===== config.mk =====
export PLATFORM = sky130hd
export DESIGN_NAME = line_fill_ctrl
export DESIGN_NICKNAME = d
export VERILOG_FILES = /design/src/rtl/line_fill_ctrl.sv
export SDC_FILE = /design/constraint.sdc
export NUM_CORES = 2
export LEC_CHECK = 0
export BUFFER_PORTS_ARGS = -buffer_cell sky130_fd_sc_hd__buf_2
export CAP_MARGIN = 20
export CORE_AREA = 2 2 638 640
export CTS_BUF_LIST = sky130_fd_sc_hd__clkbuf_4
export DETAILED_ROUTE_END_ITERATION = 8
export DIE_AREA = 0 0 640 642
export GPL_ROUTABILITY_DRIVEN = 0
export PLACE_DENSITY = 0.3
export SLEW_MARGIN = 20
export SYNTH_ARGS = -nofsm -noshare
export SYNTH_HDL_FRONTEND = slang
export SYNTH_SLANG_ARGS = --single-unit

===== constraint.sdc =====
create_clock -name clk -period 54.2 [get_ports clk]
set_input_delay 8.13 -clock clk [delete_from_list [all_inputs] [get_ports clk]]
set_output_delay 8.13 -clock clk [all_outputs]
set_load 0.02 [all_outputs]

===== src/rtl/line_fill_ctrl.sv =====
// Refill controller that fetches 64-beat lines from backing memory for the prog and data caches.
// Round-robin arbitration, one outstanding memory read, one line-write strobe per returned beat.
module line_fill_ctrl #(
   parameter int BEATS  = 64,
   parameter int REQ_AW = 20
) (
   input  logic                clk,
   input  logic                reset,
   input  logic                is_req_f_prog,
   input  logic [REQ_AW-1:0]   req_addr_f_prog,
   input  logic                is_req_f_data,
   input  logic [REQ_AW-1:0]   req_addr_f_data,
   output logic                mem_rd_req,
   output logic [REQ_AW+5:0]   mem_rd_addr,
   input  logic                mem_rd_valid,
   input  logic [511:0]        mem_rd_data,
   output logic [511:0]        read_main_prog_data,
   output logic [7:0]          read_main_prog_addr,
   output logic                is_write_prog_line,
   output logic [511:0]        read_main_data_data,
   output logic [7:0]          read_main_data_addr,
   output logic                is_write_data_line,
   output logic                busy
);

   localparam logic [0:0] IDLE  = 1'b0;
   localparam logic [0:0] FETCH = 1'b1;

   localparam logic [5:0] LAST_BEAT = 6'(BEATS - 1);

   // Source encoding: 0 = prog, 1 = data
   localparam logic SRC_PROG = 1'b0;
   localparam logic SRC_DATA = 1'b1;

   logic [0:0]        r_state;
   logic [5:0]        r_beat;
   logic [REQ_AW-1:0] r_addr;
   logic              r_src;
   logic              r_lastGrant;
   logic              r_doneProg;
   logic              r_doneData;

   logic w_eligProg;
   logic w_eligData;
   logic w_grantAny;
   logic w_grantData;
   logic w_beatDone;
   logic w_lastBeat;

   // A source whose line just filled stays ineligible until the cache drops its request
   assign w_eligProg  = is_req_f_prog & ~r_doneProg;
   assign w_eligData  = is_req_f_data & ~r_doneData;
   assign w_grantAny  = w_eligProg | w_eligData;
   assign w_grantData = w_eligData & (~w_eligProg | (r_lastGrant == SRC_PROG));
   assign w_beatDone  = (r_state == FETCH) & mem_rd_valid;
   assign w_lastBeat  = w_beatDone & (r_beat == LAST_BEAT);

   assign busy        = (r_state == FETCH);
   assign mem_rd_req  = (r_state == FETCH);
   assign mem_rd_addr = {r_addr, r_beat};

   always_ff @(posedge clk or posedge reset) begin
      if (reset) begin
         r_state     <= IDLE;
         r_beat      <= '0;
         r_addr      <= '0;
         r_src       <= SRC_PROG;
         r_lastGrant <= SRC_DATA;
      end else begin
         case (r_state)
            IDLE: begin
               if (w_grantAny) begin
                  r_src   <= w_grantData;
                  r_addr  <= w_grantData ? req_addr_f_data : req_addr_f_prog;
                  r_beat  <= '0;
                  r_state <= FETCH;
               end
            end
            FETCH: begin
               // Beat counter is 6 bits, so the increment after the last beat lands back on 0
               if (mem_rd_valid) begin
                  r_beat <= r_beat + 6'd1;
                  if (r_beat == LAST_BEAT) begin
                     r_state     <= IDLE;
                     r_lastGrant <= r_src;
                  end
               end
            end
            default: r_state <= IDLE;
         endcase
      end
   end

   // A low request wins over a completing fill so a dropped request never leaves a stale flag
   always_ff @(posedge clk or posedge reset) begin
      if (reset) begin
         r_doneProg <= 1'b0;
         r_doneData <= 1'b0;
      end else begin
         if (!is_req_f_prog) begin
            r_doneProg <= 1'b0;
         end else if (w_lastBeat && (r_src == SRC_PROG)) begin
            r_doneProg <= 1'b1;
         end
         if (!is_req_f_data) begin
            r_doneData <= 1'b0;
         end else if (w_lastBeat && (r_src == SRC_DATA)) begin
            r_doneData <= 1'b1;
         end
      end
   end

   always_ff @(posedge clk or posedge reset) begin
      if (reset) begin
         read_main_prog_data <= '0;
         read_main_prog_addr <= '0;
         is_write_prog_line  <= 1'b0;
         read_main_data_data <= '0;
         read_main_data_addr <= '0;
         is_write_data_line  <= 1'b0;
      end else begin
         is_write_prog_line <= 1'b0;
         is_write_data_line <= 1'b0;
         if (w_beatDone) begin
            if (r_src == SRC_DATA) begin
               read_main_data_data <= mem_rd_data;
               read_main_data_addr <= {r_addr[1:0], r_beat};
               is_write_data_line  <= 1'b1;
            end else begin
               read_main_prog_data <= mem_rd_data;
               read_main_prog_addr <= {r_addr[1:0], r_beat};
               is_write_prog_line  <= 1'b1;
            end
         end
      end
   end

endmodule

# Word-level counts from Yosys, hierarchy flattened
# Cells that the tools add are included.
word_totals:
  word_cells: 55
  ff_bits: 1073
  memories: 0
  latch_bits: 0
  ram_bits: 0
  rom_bits: 0
classes:
  div: 0
  shift: 0
  magnitude_cmp: 0
  n_addsub: 1
  n_mux: 16
  n_reduce_logical: 7
  n_mul: 0
  eq_ne: 5
  bitwise_logic: 13
op_table:
  columns: ["op", "count"]
  rows:
  - ["20-bit two-way mux", 1]
  - ["6-bit two-way mux", 2]
  - ["6-bit one-hot mux with 2 select lines", 1]
  - ["1-bit two-way mux", 11]
  - ["2-bit AND reduction", 4]
  - ["6-bit by 1-bit adder with 6-bit output, second input constant", 1]
  - ["6-bit == test, second input constant", 1]
  - ["1-bit inverter", 6]
  - ["1-bit AND", 5]
  - ["2-bit by 1-bit inequality test with 1-bit output, second input constant", 2]
  - ["2-bit inequality test, second input constant", 2]
  - ["3-bit AND reduction", 1]
  - ["1-bit logical AND", 2]
  - ["1-bit bitwise OR", 2]
  - ["1-bit one-hot mux with 2 select lines", 1]

# Depth between registers and ports, before layout
depth:
  depth_word: 6
  mapped_depth: 9

# Worst setup path after synthesis
# No wires, ideal clock.
synth_path:
  path_type: "input -> register"
  from: "input mem_rd_valid"
  to: "register read_main_prog_data[472]"
  setup_ps: 116
  t_required_ps: 54084
  path_buffers: 4
  path_slack_ps: 45042
  stages: 9
  arrival_time_ps: 9041
  path_cell_list: "and2_1 -> buf_4 -> nand2b_1 -> buf_6 -> inv_6 -> buf_6 -> buf_4 -> nand2_1 -> nand2_1"
synth_via:
  elab_chain_cells: 2
synth_lines:
  columns: ["element", "line_no", "rtl"]
  rows:
  - ["from (decl)", "15", "input logic mem_rd_valid,"]
  - ["1-bit AND", "55", "assign w_beatDone = (r_state == FETCH) & mem_rd_valid;"]
  - ["2-bit AND reduction (no source line)", null, null]
  - ["to (signal assigned)", "130", "read_main_prog_data <= mem_rd_data;"]
  - ["to (decl)", "17", "output logic [511:0] read_main_prog_data,"]
# Every way passes these cells.
# A chain may end at the register's enable or synchronous reset.

# Worst setup path in the final report
layout_path:
  from: "input mem_rd_valid"
  to: "register read_main_data_data[397]"
layout_via:
  elab_chain_cells: 2
layout_lines:
  columns: ["element", "line_no", "rtl"]
  rows:
  - ["1-bit AND", "55", null]
  - ["2-bit AND reduction (no source line)", null, null]
  - ["to (signal assigned)", "126", "read_main_data_data <= mem_rd_data;"]
  - ["to (decl)", "20", "output logic [511:0] read_main_data_data,"]
# Every way passes these cells.

==> results by group <==
STA
  – Fin. max-slew vios: 0
  – RSZ-0062 raised after global routing: false
  – Minimum clock period: approximately 11000 ps
  – WHS: 463.4 ps
  – F_max: 0.09036 GHz
  – Setup ws final: between 40000 and 50000 ps
  – TNS Setup: 0 ps
  – Final Hold Viols: 0
  – Worst Skew: 72.02 ps
  – Slew @ Worst Pin: 1181 ps
  – Ratio of final minimum period to clock period: 0.2042
  – Endpoints failing setup: 0
  – Slew headroom: 0.2128

Place
  – Placed cell areas: ~55000 um2
  – Pre-CTS setup slack: roughly 42000 ps
  – Port bufs: about 1600
  – DP HPWL: 217.0 mm

Detailed routing
  – Initial DRC Count: 2337
  – Met2 WL: approximately 130 mm
  – ANT nets after route: 0
  – Met3 wire length: 26.93 mm
  – First drt pass iteration count: 5
  – DRC: 0
  – Routed length on met1: 101.8 mm
  – Via/cell ratio: about 3.2
  – Final WL: 273.8 mm
  – WL/cell: 22.78 um
  – Via Count: between 30000 and 40000
  – DR top layer: met5

Hold path
  – Hold WC Path Type: reg -> reg
  – Hold Path Origin: read_main_data_data[325]

Yosys
  – Ys Warns: 0
  – Post-synth ARST share: 1.000
  – Register area share after synthesis: 0.6599
  – Synth Cell Area: 40690 um2
  – Cells after Synth: 4559
  – Main synth FF type: dfrtp_1
  – Most used standard cell by instance count after synthesis: nand2_1
  – Leading area contributor after synthesis: dfrtp_1
  – Most frequent cells after synthesis: nand2_1 (3144), dfrtp_1 (1072), buf_2 (116)
  – Syn Nets: ~5000
  – Synth area leaders: dfrtp_1 (66%), nand2_1 (29%), buf_4 (1.8%), buf_2 (1.4%), a21oi_1 (0.53%)
  – Yosys cell types: 28
  – Post-synth EDFFs: 0
  – Post-synthesis register bit count: 1073
  – Syn_area_per_cell: 8.926 um2
  – Yosys top cell area share: 0.6592

GRT
  – Gr ovfl total: 0
  – Largest net degree at the start of global routing: 169
  – Vias in the first global route: 39960
  – GRT Total Usage: 0.1286
  – Initial antenna violation count: 95
  – First-pass GRT wire length: 364.3 mm

Flow run
  – Max-cap viol count: 0

Cells and area
  – Fillers: 46680
  – Final instance area: 58760 um2
  – Net count, final: 6903
  – Area grow syn2layout: 44.41%
  – Fraction of layout cells with a size suffix above 1: 0.3345

Worst setup path
  – Reg-to-Reg End: read_main_data_data[397]
  – Required @ worst endpoint: 55390 ps
  – Worst setup SP type: primary input
  – Crit path kind: in -> reg
  – Crit path capture type: flop
  – CP startpoint: mem_rd_valid
  – Crit-path max FO: 168
  – Arrival @ worst endpoint: 12250 ps
  – FF-to-FF Start: busy
  – R2R setup slack: 49420 ps
  – R2R cell count: 8
  – CP endpoint: read_main_data_data[397]

Floorplan
  – I/O Pins: 1627
  – Starting Density: 0.1006
  – Die H: 642 um
  – Die ar.: 410900 um2
  – Core outline area: a little over 400000 um2
  – Chip width: 640 um
  – Rows: 234

Clocking
  – Postcts setup bufs: 0
  – CTS clk-pin slew, worst paths: ~50 ps
  – H-tree Lvls: 5
  – CTS tree: built
  – Clk root buf: clkbuf_4
  – CTS buffer count: approximately 350
  – Cts hold-fix bufs: 0
  – Sink count of the clock tree: around 1100
  – Clock Tree Buf Depth: 4
  – Post_cts resized: 0
  – Clock latency on the worst-skew pair: roughly 1300 ps

Power
  – Power per cell area: 40.81 nW/um2
  – Total chip power: 0.002398 W
  – Pleak: around 32 nW
  – Highest ir drop seen on vdd: about 0.000016 V

Run status
  – Outcome: finished, final reports clean
[cell type report]
class                           instances  area [um2]  share of cell area
Timing Repair Buffer                 1671        8538              0.1453
Inverter                                4       56.30           0.0009582
Antenna cell                           26       65.06            0.001107
Tap cell                             5428        6792              0.1156
Clock buffer                          481        3611             0.06145
Clock inverter                         91       506.7            0.008623
Multi-Input combinational cell       3242       12340              0.2100
Sequential cell                      1073       26850              0.4570
[cell families after synthesis]
| family | count (synthesis) | share of synthesized area |
|---|---|---|
| multiplexers | 1 | 0.0002767 |
| AND/OR/NAND/NOR | 3185 | 0.2947 |
| XOR/XNOR | 2 | 0.0004305 |
| flip-flops | 1073 | 0.6599 |
| AO/OA/AOI/OAI | 53 | 0.006734 |
| buffers and inverters | 244 | 0.03773 |
| adder cells (fa/ha/maj) | 1 | 0.0003074 |
[power breakdown]
part           internal (W)  switching (W)  leakage, nW  total, W
clock              0.000420       0.000418         2.45  0.000839
combinational      0.000143       0.000427         16.3  0.000570
sequential         0.000916      0.0000739         13.3  0.000990
[how the worst min path moves through the flow]
stage,end,cells after the start
finish,read_main_data_data[325],2
global placement,read_main_data_data[57],2
global route,read_main_prog_data[379],2
detailed placement,read_main_data_data[44],2
CTS,read_main_data_data[123],2
floorplan,r_doneData,1
[critical path: stages]
cell,delay (ps)
buf_2,90
and2_1,370
nand2_8,360
inv_8,470
buf_12,510
buf_4,680
buf_4,710
nand2_1,140
nand2_1,80
[layout by cell type, fill, tap and decap left out, drive strengths merged, types with 5 or more instances in the layout]
cell type | netlist | routed
clkbuf | 11 | 481
inv | 4 | 11
clkinv | 0 | 75
nor2 | 25 | 25
dfrtp | 1072 | 1072
nand3 | 5 | 5
buf | 229 | 1671
nand2 | 3145 | 3145
o21ai | 6 | 6
clkinvlp | 0 | 6
diode | 0 | 26
a21oi | 43 | 43
[through the flow]
stage,instances,util
after floorplan,4559,-
after global placement,11420,0.1350
after detailed placement,11420,0.1350
after CTS,11990,0.1452
after global routing,12000,0.1453
final,12020,0.1453
[state kept, by name, summed over array words and instances, names as in the netlist]
name,cells
read_main_data_data,512
read_main_prog_data,512
r_addr,20
read_main_data_addr,8
read_main_prog_addr,8
r_beat,6
busy,1
is_write_data_line,1
is_write_prog_line,1
r_doneData,1
r_doneProg,1
r_lastGrant,1
r_src,1
[layer usage]
metal / up-vias / track usage
li1: 17530 / -
met1: 18750 / 0.1408
met2: 1628 / 0.2210
met3: 508 / 0.05327
met4: 40 / 0.04756
met5: - / 0
No activity file was read; power rests on OpenSTA's default activity.
